File: src/rtl/ddr5_dfi_write_issuer.sv
// DFI phase-0 write issuer: turns WR/MRW requests into two-cycle DDR5 commands
// and drives write-data beats at the programmed write latency (1:1 ratio).
module ddr5_dfi_write_issuer #(
  parameter int pDRAM_SIZE = 4,
  parameter int pNUM_RANK  = 1,
  parameter int pWL        = 4,
  parameter int pMRD       = 8
) (
  input  logic                      clk_i,
  input  logic                      rst_i,
  input  logic                      enable_i,
  input  logic                      req_valid_i,
  output logic                      req_ready_o,
  input  logic                      req_mrw_i,
  input  logic                      req_bl32_i,
  input  logic [pNUM_RANK-1:0]      req_rank_i,
  input  logic [13:0]               req_ca0_i,
  input  logic [13:0]               req_ca1_i,
  input  logic                      wd_valid_i,
  output logic                      wd_ready_o,
  input  logic [2*pDRAM_SIZE-1:0]   wd_data_i,
  input  logic [pDRAM_SIZE/4-1:0]   wd_mask_i,
  output logic [pNUM_RANK-1:0]      dfi_cs_n_p0,
  output logic [pNUM_RANK-1:0]      dfi_reset_n_p0,
  output logic [13:0]               dfi_address_p0,
  output logic                      dfi_wrdata_en_p0,
  output logic [2*pDRAM_SIZE-1:0]   dfi_wrdata_p0,
  output logic [pDRAM_SIZE/4-1:0]   dfi_wrdata_mask_p0,
  output logic                      err_underflow_o,
  output logic [2:0]                dbg_state_o
);

  // Handshake: a request transfers on a rising edge where req_valid_i and
  // req_ready_o are both high; a data beat transfers where wd_ready_o is high
  // (wd_valid_i low at that edge yields a masked, flagged beat).

  localparam int WAIT_MAX = (pMRD > pWL) ? pMRD : pWL;
  localparam int WAIT_W   = $clog2(WAIT_MAX + 1);
  localparam int DW       = 2 * pDRAM_SIZE;
  localparam int MW       = pDRAM_SIZE / 4;

  typedef enum logic [2:0] {
    S_IDLE     = 3'd0,
    S_CMD1     = 3'd1,
    S_WL_WAIT  = 3'd2,
    S_DATA     = 3'd3,
    S_MRD_WAIT = 3'd4
  } state_t;

  state_t              r_state;
  state_t              w_state_nxt;
  logic [WAIT_W-1:0]   r_wait_cnt;
  logic [WAIT_W-1:0]   w_wait_nxt;
  logic [4:0]          r_beat_cnt;
  logic [4:0]          w_beat_nxt;
  logic                r_mrw;
  logic                r_bl32;
  logic [13:0]         r_ca1;

  logic                r_req_ready;
  logic                r_wd_ready;
  logic [pNUM_RANK-1:0] r_cs_n;
  logic [pNUM_RANK-1:0] r_reset_n;
  logic [13:0]         r_addr;
  logic                r_en;
  logic [DW-1:0]       r_data;
  logic [MW-1:0]       r_mask;
  logic                r_uf_beat;
  logic                r_err;

  logic                w_accept;
  logic [pNUM_RANK-1:0] w_cs_nxt;
  logic [13:0]         w_addr_nxt;
  logic                w_en_nxt;
  logic [DW-1:0]       w_data_nxt;
  logic [MW-1:0]       w_mask_nxt;
  logic                w_uf_nxt;
  logic                w_req_ready_nxt;
  logic                w_wd_ready_nxt;
  logic [4:0]          w_last_beat;

  assign w_accept    = (r_state == S_IDLE) && r_req_ready && req_valid_i;
  assign w_last_beat = r_bl32 ? 5'd15 : 5'd7;

  // Each state computes the outputs shown in the following cycle.
  always_comb begin
    w_state_nxt = r_state;
    w_wait_nxt  = r_wait_cnt;
    w_beat_nxt  = r_beat_cnt;
    w_cs_nxt    = '1;
    w_addr_nxt  = '0;
    w_en_nxt    = 1'b0;
    w_data_nxt  = '0;
    w_mask_nxt  = '0;
    w_uf_nxt    = 1'b0;
    case (r_state)
      S_IDLE: begin
        if (w_accept) begin
          w_state_nxt = S_CMD1;
          w_cs_nxt    = ~req_rank_i;
          w_addr_nxt  = {req_ca0_i[13:5], (req_mrw_i ? 5'b00101 : 5'b01101)};
        end
      end
      S_CMD1: begin
        w_addr_nxt = r_ca1;
        if (r_mrw) begin
          w_state_nxt = S_MRD_WAIT;
          w_wait_nxt  = WAIT_W'(pMRD - 1);
        end else if (pWL == 2) begin
          w_state_nxt = S_DATA;
          w_beat_nxt  = 5'd0;
        end else begin
          w_state_nxt = S_WL_WAIT;
          w_wait_nxt  = WAIT_W'(pWL - 3);
        end
      end
      S_WL_WAIT: begin
        if (r_wait_cnt == '0) begin
          w_state_nxt = S_DATA;
          w_beat_nxt  = 5'd0;
        end else begin
          w_wait_nxt = r_wait_cnt - 1'b1;
        end
      end
      S_DATA: begin
        w_en_nxt = 1'b1;
        if (wd_valid_i) begin
          w_data_nxt = wd_data_i;
          w_mask_nxt = wd_mask_i;
        end else begin
          w_mask_nxt = '1;
          w_uf_nxt   = 1'b1;
        end
        if (r_beat_cnt == w_last_beat) begin
          w_state_nxt = S_IDLE;
        end else begin
          w_beat_nxt = r_beat_cnt + 5'd1;
        end
      end
      S_MRD_WAIT: begin
        if (r_wait_cnt == '0) begin
          w_state_nxt = S_IDLE;
        end else begin
          w_wait_nxt = r_wait_cnt - 1'b1;
        end
      end
      default: w_state_nxt = S_IDLE;
    endcase
    // Ready only rises after a full idle cycle, so a finished burst leaves one
    // quiet cycle before the next acceptance.
    w_req_ready_nxt = (r_state == S_IDLE) && (w_state_nxt == S_IDLE) && enable_i;
    w_wd_ready_nxt  = (w_state_nxt == S_DATA);
  end

  always_ff @(posedge clk_i) begin
    if (rst_i) begin
      r_state     <= S_IDLE;
      r_wait_cnt  <= '0;
      r_beat_cnt  <= 5'd0;
      r_mrw       <= 1'b0;
      r_bl32      <= 1'b0;
      r_ca1       <= '0;
      r_req_ready <= 1'b0;
      r_wd_ready  <= 1'b0;
      r_cs_n      <= '1;
      r_reset_n   <= '0;
      r_addr      <= '0;
      r_en        <= 1'b0;
      r_data      <= '0;
      r_mask      <= '0;
      r_uf_beat   <= 1'b0;
      r_err       <= 1'b0;
    end else begin
      r_state     <= w_state_nxt;
      r_wait_cnt  <= w_wait_nxt;
      r_beat_cnt  <= w_beat_nxt;
      if (w_accept) begin
        r_mrw  <= req_mrw_i;
        r_bl32 <= req_bl32_i;
        r_ca1  <= req_ca1_i;
      end
      r_req_ready <= w_req_ready_nxt;
      r_wd_ready  <= w_wd_ready_nxt;
      r_cs_n      <= w_cs_nxt;
      r_reset_n   <= '1;
      r_addr      <= w_addr_nxt;
      r_en        <= w_en_nxt;
      r_data      <= w_data_nxt;
      r_mask      <= w_mask_nxt;
      r_uf_beat   <= w_uf_nxt;
      // Error flag rises the cycle after the empty beat is driven.
      r_err       <= r_err | r_uf_beat;
    end
  end

  assign req_ready_o        = r_req_ready;
  assign wd_ready_o         = r_wd_ready;
  assign dfi_cs_n_p0        = r_cs_n;
  assign dfi_reset_n_p0     = r_reset_n;
  assign dfi_address_p0     = r_addr;
  assign dfi_wrdata_en_p0   = r_en;
  assign dfi_wrdata_p0      = r_data;
  assign dfi_wrdata_mask_p0 = r_mask;
  assign err_underflow_o    = r_err;
  assign dbg_state_o        = r_state;

endmodule

File: config.mk
export PLATFORM = sky130hd
export DESIGN_NAME = ddr5_dfi_write_issuer
export DESIGN_NICKNAME = d
export VERILOG_FILES = /design/src/rtl/ddr5_dfi_write_issuer.sv
export SDC_FILE = /design/constraint.sdc
export NUM_CORES = 1
export LEC_CHECK = 0
export ABC_CLOCK_PERIOD_IN_PS = 2200
export BUFFER_PORTS_ARGS = -buffer_cell sky130_fd_sc_hd__buf_2
export CAP_MARGIN = 15
export CORE_MARGIN = 1
export CORE_UTILIZATION = 40
export CTS_BUF_LIST = sky130_fd_sc_hd__clkbuf_4
export CTS_CLUSTER_DIAMETER = 50
export DETAILED_ROUTE_END_ITERATION = 6
export HOLD_SLACK_MARGIN = 0.05
export MAX_ROUTING_LAYER = met4
export PLACE_DENSITY = 0.7
export SETUP_SLACK_MARGIN = 0.4
export SYNTH_ARGS = -nofsm -noshare
export SYNTH_HDL_FRONTEND = slang
export SYNTH_SLANG_ARGS = --single-unit
File: constraint.sdc
create_clock -name clk_i -period 2.2 [get_ports clk_i]
set_input_delay 0.11 -clock clk_i [delete_from_list [all_inputs] [get_ports clk_i]]
set_output_delay 0.11 -clock clk_i [all_outputs]
set_load 0.1 [all_outputs]
==> run summary <==
status: finished clean
CTS root buf: clkbuf_4
fin nets: 401
clock latency at the later pin of the worst-skew pair: 0.38 ns
final setup TNS: 0 ns
WL/cell: 12.3 um
Clock transition at path regs: 0.10 ns
Avg Inst Size Synth: 9.02 sq um
fin crit share: 0.780
layout cells sized above 1: 0.279
die height: 74.6 um
Critical Path End Type: flip-flop
GRT Total Usage: 0.205
power density cells: 720 nW/um^2
first-pass GRT wire length: 8240 um
slowest CP cell: dlygate4sd3_1
CP top delay family: buffers and inverters
startpoint type of the worst setup path: flip-flop
CTS max path bufs: 2
n_diodes: 0
final hold viol count: 0
Detailed Routing Iterations Pass 1: 5
Final ANT Viol Nets: 0
Initial Utilization: 0.413
max cap viols: 0
die area: 5570 sq um
largest net degree at the start of global routing: 30
Required @ worst endpoint: 2.46 ns
RSZ-0062 raised after global routing: no
num ports: 77
Max Slew Vio Count: 0
GP Congestion: 0.837
Final Util: 0.623
Fmax achieved: 583 MHz
hold crit path type: in2reg
CTS buffer count: 9
Top FF cell, synth: dfxtp_1
gr ovfl total: 0
Crit Path Class: reg2reg
Synth Instances: 234
CTS HTree Levels: 3
worst reg2reg path depth: 5
CORE AREA: 5110 sq um
Levels on crit path: 5
DRT iter0 DRCs: 101
DR vias/cell: 4.77
Async SR Flop Fraction: 0
Rows: 26
Post-DP HPWL: 3030 um
I/O Buffers: 71
CTS tree: yes
Mapped Nets: 281
mapped cell area: 2110 sq um
Critical path buffers and inverters: 2
WP data arrival: 1.97 ns
crit-path cells: nor2_1 > nand3_1 > inv_2 > and3_1 > dlygate4sd3_1
hold path cells: 2
slowest stage delay, CP: 0.57 ns
Final min period: 1.72 ns
Area growth syn-to-layout: 50.7%
Slew @ Worst Pin: 0.515 ns
vias in the first global route: 1871
Seq cells post-synth: 58
Layout Skew: 0.00968 ns
Post-synth EDFFs: 0
total setup buffers inserted after CTS: 0
Yosys warnings: 0
Synth cell types: 40
clock sinks: 58
Die Wd: 74.6 um
Slew headroom: 0.656
final wirelength: 5260 um
Pleak: 1.44 nW
peak supply drop: 0.000570 V
residual DRC count: 0
number of antenna violations at the first check in global routing: 0
CP max FO: 14
routed via count: 2047
sequential element share of the synthesized area: 0.550
setup violators final: 0
==> layout make-up <==
cell class,instances,area (sq um)
multi-input combinational,157,888
tap,70,87.6
fill,423,1930
sequential,58,1170
clock buffer,10,75.1
inverter,7,26.3
clock inverter,6,81.3
timing repair buffer,121,848
==> path summary, 6_finish.rpt <==
path,from,to,slack [ns]
worst max register to register,dbg_state_o[2],dfi_wrdata_p0[5],0.48
worst min register to register,r_uf_beat,err_underflow_o,0.45
worst max-delay path,dbg_state_o[2],dfi_wrdata_p0[5],0.48
worst min-delay path,rst_i,dbg_state_o[0],0.19
==> power breakdown <==
group / internal (mW) / switching, mW / leakage (nW) / total, mW
combinational: 0.129 / 0.212 / 0.884 / 0.342
sequential: 1.08 / 0.0280 / 0.472 / 1.11
clock: 0.467 / 0.375 / 0.0838 / 0.841
total: 1.68 / 0.615 / 1.44 / 2.29
==> cells in the final DEF, fill, tap and decap left out, types with 6 or more instances in the layout <==
master	synthesis	final
nand3_1	7	7
a21oi_1	24	24
a22oi_1	9	9
buf_2	3	71
inv_1	7	6
nand2_1	40	40
dfxtp_1	58	54
dlygate4sd3_1	0	47
and3_1	14	14
nor2_1	22	22
clkbuf_4	0	10
==> kinds of logic after synthesis <==
family / share of synthesized area
buf+inv: 0.0391
flops: 0.550
mux: 0.0101
xor+xnor: 0.0166
simple gates: 0.234
fa+ha+maj: 0.0119
compound gates: 0.139
==> cells in the mapped netlist (2+ instances only) <==
master | instances | area share
ha_1 | 2 | 0.012
buf_4 | 2 | 0.0071
inv_1 | 7 | 0.012
nand3_1 | 7 | 0.017
nor3_1 | 3 | 0.0071
and3_1 | 14 | 0.041
a21oi_1 | 24 | 0.057
a22oi_1 | 9 | 0.032
or3b_1 | 2 | 0.0083
nor2_1 | 22 | 0.039
dfxtp_1 | 58 | 0.55
o21ai_0 | 3 | 0.0071
nor4_1 | 2 | 0.0059
nand2_1 | 40 | 0.071
or3_1 | 3 | 0.0089
a31oi_1 | 3 | 0.0089
clkbuf_1 | 6 | 0.011
xor2_1 | 3 | 0.012
buf_2 | 3 | 0.0071
==> state kept, by name, indices dropped and copies added, names as in the netlist <==
name / cells
dfi_wrdata_mask_p0: 1
dbg_state_o: 3
r_ca1: 14
wd_ready_o: 1
req_ready_o: 1
r_beat_cnt: 5
dfi_reset_n_p0: 1
r_uf_beat: 1
dfi_wrdata_en_p0: 1
r_mrw: 1
r_bl32: 1
r_wait_cnt: 4
dfi_cs_n_p0: 1
dfi_wrdata_p0: 8
dfi_address_p0: 14
err_underflow_o: 1
==> repair_timing <==
action | 4_1_cts | 5_1_grt
hold buffers | 47 | 0
endpoints found under the hold margin | 38 | 0
setup endpoints to repair | 0 | 9
resized for setup | 0 | 5
==> metal layers <==
| metal | share of wire | global-route usage |
|---|---|---|
| met1 | 0.43 | 0.240 |
| met2 | 0.52 | 0.330 |
| met3 | 0.030 | 0.0495 |
| met4 | 0.022 | 0.0985 |
| met5 | 0 | - |
==> metrics by stage <==
stage / power (mW) / hold slack (ns) / std cells / setup slack [ns] / cell area (sq um)
finish: 2.29 / 0.189 / 429 / 0.484 / 3180
global route: 2.40 / 0.203 / 429 / 0.393 / 3180
CTS: 2.31 / 0.152 / 429 / 0.416 / 3160
detailed placement: 1.42 / 0.312 / 366 / 0.471 / 2540
global placement: 1.41 / 0.309 / 366 / 0.474 / 2540
floorplan: 1.34 / 0.182 / 234 / 0.268 / 2120
No activity file was read; power rests on OpenSTA's default activity.
